## src/rtl/mux_scan_seq_if.sv

```systemverilog
// Channel bus for mux_scan_seq: packed channel inputs, mode/select/scan controls,
// and the registered channel output with its index and status flags.
interface mux_scan_seq_if #(
  parameter int unsigned N_CH = 16,
  parameter int unsigned W    = 1
);
  localparam int unsigned SEL_W = $clog2(N_CH);

  logic [N_CH*W-1:0] din;
  logic              mode;
  logic [SEL_W-1:0]  sel_in;
  logic              start;
  logic              stop;
  logic [W-1:0]      dout;
  logic [SEL_W-1:0]  sel_out;
  logic              valid;
  logic              wrap;

  modport master (
    output din, mode, sel_in, start, stop,
    input  dout, sel_out, valid, wrap
  );

  modport slave (
    input  din, mode, sel_in, start, stop,
    output dout, sel_out, valid, wrap
  );
endinterface

```

## src/rtl/mux_scan_seq.sv

```systemverilog
// Registered N-channel mux with manual select and a dwell-timed automatic scan.
// All outputs come straight from flops; wrap pulses on each N_CH-1 -> 0 step.
module mux_scan_seq #(
  parameter int unsigned N_CH  = 16,
  parameter int unsigned W     = 1,
  parameter int unsigned DWELL = 4
) (
  input logic          clk,
  input logic          rst_n,
  mux_scan_seq_if.slave bus
);
  localparam int unsigned SEL_W = $clog2(N_CH);
  localparam int unsigned CNT_W = (DWELL > 1) ? $clog2(DWELL) : 1;
  localparam logic [SEL_W:0] NChExt = N_CH[SEL_W:0];

  typedef enum logic [0:0] {StIdle, StScan} state_e;

  state_e           r_state;
  logic [CNT_W-1:0] r_dwell;
  logic [W-1:0]     r_dout;
  logic [SEL_W-1:0] r_sel;
  logic             r_valid;
  logic             r_wrap;

  logic             w_last_dwell;
  logic             w_last_ch;
  logic             w_sel_in_ok;
  logic [SEL_W-1:0] w_scan_sel;
  logic [W-1:0]     w_idle_data;
  logic [W-1:0]     w_scan_data;

  always_comb begin
    w_last_dwell = (r_dwell == CNT_W'(DWELL - 1));
    w_last_ch    = (r_sel == SEL_W'(N_CH - 1));
    w_sel_in_ok  = ({1'b0, bus.sel_in} < NChExt);
    if (!w_last_dwell) begin
      w_scan_sel = r_sel;
    end else if (w_last_ch) begin
      w_scan_sel = '0;
    end else begin
      w_scan_sel = r_sel + SEL_W'(1);
    end
    // Loop mux keeps out-of-range selects at zero instead of indexing past din.
    w_idle_data = '0;
    w_scan_data = '0;
    for (int unsigned k = 0; k < N_CH; k++) begin
      if (bus.sel_in == SEL_W'(k)) w_idle_data = bus.din[k*W +: W];
      if (w_scan_sel == SEL_W'(k)) w_scan_data = bus.din[k*W +: W];
    end
  end

  always_ff @(posedge clk) begin
    if (!rst_n) begin
      r_state <= StIdle;
      r_dwell <= '0;
      r_dout  <= '0;
      r_sel   <= '0;
      r_valid <= 1'b0;
      r_wrap  <= 1'b0;
    end else begin
      r_wrap <= 1'b0;
      unique case (r_state)
        StIdle: begin
          if (bus.mode && bus.start && !bus.stop) begin
            r_state <= StScan;
            r_dwell <= '0;
            r_sel   <= '0;
            r_dout  <= bus.din[W-1:0];
            r_valid <= 1'b1;
          end else begin
            r_sel   <= bus.sel_in;
            r_dout  <= w_idle_data;
            r_valid <= w_sel_in_ok;
          end
        end
        StScan: begin
          if (bus.stop || !bus.mode) begin
            r_state <= StIdle;
            r_dwell <= '0;
            r_sel   <= bus.sel_in;
            r_dout  <= w_idle_data;
            r_valid <= w_sel_in_ok;
          end else begin
            r_dwell <= w_last_dwell ? '0 : r_dwell + CNT_W'(1);
            r_sel   <= w_scan_sel;
            r_dout  <= w_scan_data;
            r_valid <= 1'b1;
            r_wrap  <= w_last_dwell && w_last_ch;
          end
        end
        default: r_state <= StIdle;
      endcase
    end
  end

  assign bus.dout    = r_dout;
  assign bus.sel_out = r_sel;
  assign bus.valid   = r_valid;
  assign bus.wrap    = r_wrap;
endmodule

```

## src/flat_wrapper.sv

```systemverilog
// flat-port wrapper written by rule: the top's interface ports become plain ports
module mux_scan_seq_flat 
#(
  parameter int unsigned N_CH  = 16,
  parameter int unsigned W     = 1,
  parameter int unsigned DWELL = 4
)
  (clk, rst_n, bus_din, bus_mode, bus_sel_in, bus_start, bus_stop, bus_dout, bus_sel_out, bus_valid, bus_wrap);
  mux_scan_seq_if #(.N_CH(N_CH), .W(W)) bus_i ();
  input logic clk;
  input logic rst_n;
  input wire logic [$bits(bus_i.din)-1:0] bus_din;
  input wire logic [$bits(bus_i.mode)-1:0] bus_mode;
  input wire logic [$bits(bus_i.sel_in)-1:0] bus_sel_in;
  input wire logic [$bits(bus_i.start)-1:0] bus_start;
  input wire logic [$bits(bus_i.stop)-1:0] bus_stop;
  output wire logic [$bits(bus_i.dout)-1:0] bus_dout;
  output wire logic [$bits(bus_i.sel_out)-1:0] bus_sel_out;
  output wire logic [$bits(bus_i.valid)-1:0] bus_valid;
  output wire logic [$bits(bus_i.wrap)-1:0] bus_wrap;
  assign bus_i.din = bus_din;
  assign bus_i.mode = bus_mode;
  assign bus_i.sel_in = bus_sel_in;
  assign bus_i.start = bus_start;
  assign bus_i.stop = bus_stop;
  assign bus_dout = bus_i.dout;
  assign bus_sel_out = bus_i.sel_out;
  assign bus_valid = bus_i.valid;
  assign bus_wrap = bus_i.wrap;
  mux_scan_seq #(.N_CH(N_CH), .W(W), .DWELL(DWELL)) u_core (.clk(clk), .rst_n(rst_n), .bus(bus_i));
endmodule
```

## config.mk

```make
export PLATFORM = sky130hd
export DESIGN_NAME = mux_scan_seq_flat
export DESIGN_NICKNAME = d
export VERILOG_FILES = /design/src/rtl/mux_scan_seq_if.sv /design/src/rtl/mux_scan_seq.sv /design/src/flat_wrapper.sv
export SDC_FILE = /design/constraint.sdc
export NUM_CORES = 1
export LEC_CHECK = 0
export BUFFER_PORTS_ARGS = -buffer_cell sky130_fd_sc_hd__buf_4
export CAP_MARGIN = 25
export CORE_MARGIN = 1
export CORE_UTILIZATION = 38
export CTS_BUF_LIST = sky130_fd_sc_hd__clkbuf_4
export CTS_CLUSTER_DIAMETER = 80
export CTS_CLUSTER_SIZE = 24
export DETAILED_ROUTE_END_ITERATION = 6
export SETUP_SLACK_MARGIN = 0.15
export SYNTH_ARGS = -nofsm -noshare
export SYNTH_HDL_FRONTEND = slang
export SYNTH_SLANG_ARGS = --single-unit
```

## constraint.sdc

```tcl
create_clock -name clk -period 2.5 [get_ports clk]
set_input_delay 0.25 -clock clk [delete_from_list [all_inputs] [get_ports clk]]
set_output_delay 0.25 -clock clk [all_outputs]
set_load 0.005 [all_outputs]
```

==> reports/metrics.cfg <==
[outcome]
status=finished clean

[detailed_routing]
drc_errors=0
routed-via-count=931
antenna_left=0
drt_wl_total_um=2490
dr.pass1.iters=4
drtIter0Drc=23
vias_per_cell=5.82
post_drt_wl_per_cell_um=15.6

[timing]
fmaxAchievable_mhz=479
finClkSkew_ns=0.00527
setup_viol=0
finalSetupTns_ns=0
period_share_pct=83.4
finalHoldViolations=0
worst_pin_slew_ns=0.459
rsz0062_at_grt=no
report.final.slew_viol_count=0
relSlewSlack_pct=68.5
finalCriticalPeriod_ns=2.09

[layout]
layout_commonest_cell=buf_4
ff_latch_area_um2=200
final_nets=160
utilization_pct=52.6
multi_input_area_um2=658
layout-drive-gt1-share_pct=31.1
fillCellCount=234
final_cell_mix=32 x buf_4, 11 x nand2_1, 10 x dfxtp_1
diodes=0
syn2layout_area_growth_pct=30.4

[clocking]
clkSinkCount=10
cts.hold.buffers_added=0
clkSlewWorstSetupHoldPaths_ns=0.07
cts_tree=done
clk-insertion-delay-late_ns=0.27
h-tree-depth=1
cts-resized-gates=0
cts_buffer_depth=2
cts_root_buffer=clkbuf_4
cts_buffers=3
post_cts_buffers=0

[worst_setup_path]
critical_path_class=flip-flop to flip-flop
startpoint_type=flip-flop
cpPeakStageDelay_ns=0.45
rrSetupSlack_ns=0.41
cp_num_buf_inv=0
worstSetupStartpoint=u_core.r_dwell[0]
crit_chain=ha_1 > mux2_2 > a2bb2oi_1 > o22ai_1 > a221oi_1 > a21oi_1
cp_slowest_cell=mux2_2
cp_top_family=compound AO/OA/AOI/OAI gates
path_max_fanout=11
arrival_ns=2.24
required_ns=2.65
r2r_start=u_core.r_dwell[0]
endpoint_kind=flip-flop

[logic_synthesis]
synthArstFlopShare_pct=0
syn_avg_cell_area_um2=8.83
yosys_warnings=0
synthesis.nets=128
netlist_instances=101
syn_area_um2=892
yosysTopAreaCellShare_pct=22.4
netlist.top_cell.by_area=dfxtp_1
synth_area_leaders=dfxtp_1 22%, mux4_1 12%, nand2_1 4.6%
synth_edf_count=0
yosys_most_used_dff=dfxtp_1
ys_seq_area_share_pct=22.4
ys_types=42
ys_ff_latch=10

[die]
dieWidth_um=50.5
initial_utilization_pct=40.3
io_pins=32
num_rows=17
die_h_um=50.5
core_um2=2210
fp.dieArea_um2=2550

[power]
power.leakage_nw=0.493
total_power_mw=0.424
powerDensity_nw_per_um2=364
ir_worst_vdd_mv=0.234

[placed_design]
post-dp-hpwl_um=2030
numPortBuffers=31
routabilityCongestion=0.844

[flow_run]
max_cap_viol_count=0

[global_route]
grt_usage_pct=21.9
grt_first_pass_wirelength_um=4050
overflow=0
grt_max_degree=12
first_global_vias=888
grt_antenna_before_repair=0

[min_path]
worstHoldStart=rst_n
hp-class=input port to flip-flop

per-layer routing:
layer | part of all wire (%) | wire, um | GRT usage, %
met3 | 4.8 | 120 | 3.94
met1 | 41 | 1010 | 24.8
met4 | 3.7 | 93 | 12.0
met2 | 51 | 1260 | 38.4
met5 | 0 | 0 | 0
synthesized netlist by cell type, types with 2 or more instances:
library cell / instances
nand2_1: 11
dfxtp_1: 10
nor2_1: 9
a21oi_1: 8
mux4_1: 4
nor2b_1: 4
a211oi_1: 3
buf_2: 3
mux2i_1: 3
nor3_1: 3
o21ai_1: 3
a21o_1: 2
a2bb2oi_1: 2
and2_1: 2
ha_1: 2
mux2_2: 2
nand2b_1: 2
o22ai_1: 2
o31ai_1: 2
or3_1: 2
where the power goes:
part | switching [mW] | total, mW | internal, mW
combinational | 0.0566 | 0.132 | 0.0755
clock | 0.0562 | 0.114 | 0.0577
sequential | 0.0111 | 0.178 | 0.167
registers in the layout, indices dropped and copies added (netlist names):
register,flops
u_core.bus.sel_out,4
u_core.bus.valid,1
u_core.bus.dout,1
u_core.bus.wrap,1
u_core.r_state,1
u_core.r_dwell,2
worst register-to-register path: cells and delay by family (launching register included):
| family | cells | cell delay, ns |
|---|---|---|
| adders and majority gates | 1 | 0.44 |
| muxes | 1 | 0.46 |
| AOI/OAI and AO/OA | 4 | 0.72 |
| DFF | 1 | 0.36 |
final cells by class:
type,instances,share of cell area [%]
Timing Repair Buffer,32,20.6
Clock buffer,3,1.94
Clock inverter,1,0.323
Multi-Input combinational cell,85,56.6
Tap cell,28,3.01
Inverter,1,0.323
Sequential cell,10,17.2
kinds of logic (layout without fill, tap and decap cells):
family	count (synthesis)	count (layout)	share of synthesized area, %
AO/OA/AOI/OAI	34	34	28.1
adder cells (fa/ha/maj)	2	2	2.80
multiplexers	11	11	21.5
flip-flops	10	10	22.4
AND/OR/NAND/NOR	36	36	19.5
XOR/XNOR	2	2	1.96
buffers and inverters	6	37	3.79
through the flow:
stage	hold WS, ns	setup slack (ns)	area, um^2	std cells
floorplan	0.278	0.597	892	101
global route	0.126	0.215	1160	160
finish	0.132	0.414	1160	160
global placement	0.405	0.440	1140	156
detailed placement	0.404	0.437	1140	156
CTS	0.125	0.417	1160	160
path summary, 6_finish.rpt:
check	endpoint	cells past startpoint
max	u_core.bus.dout	6
max reg2reg	u_core.bus.dout	6
min reg2reg	u_core.r_dwell[1]	2
min	u_core.bus.valid	1
(Power assumes the default switching activity.)
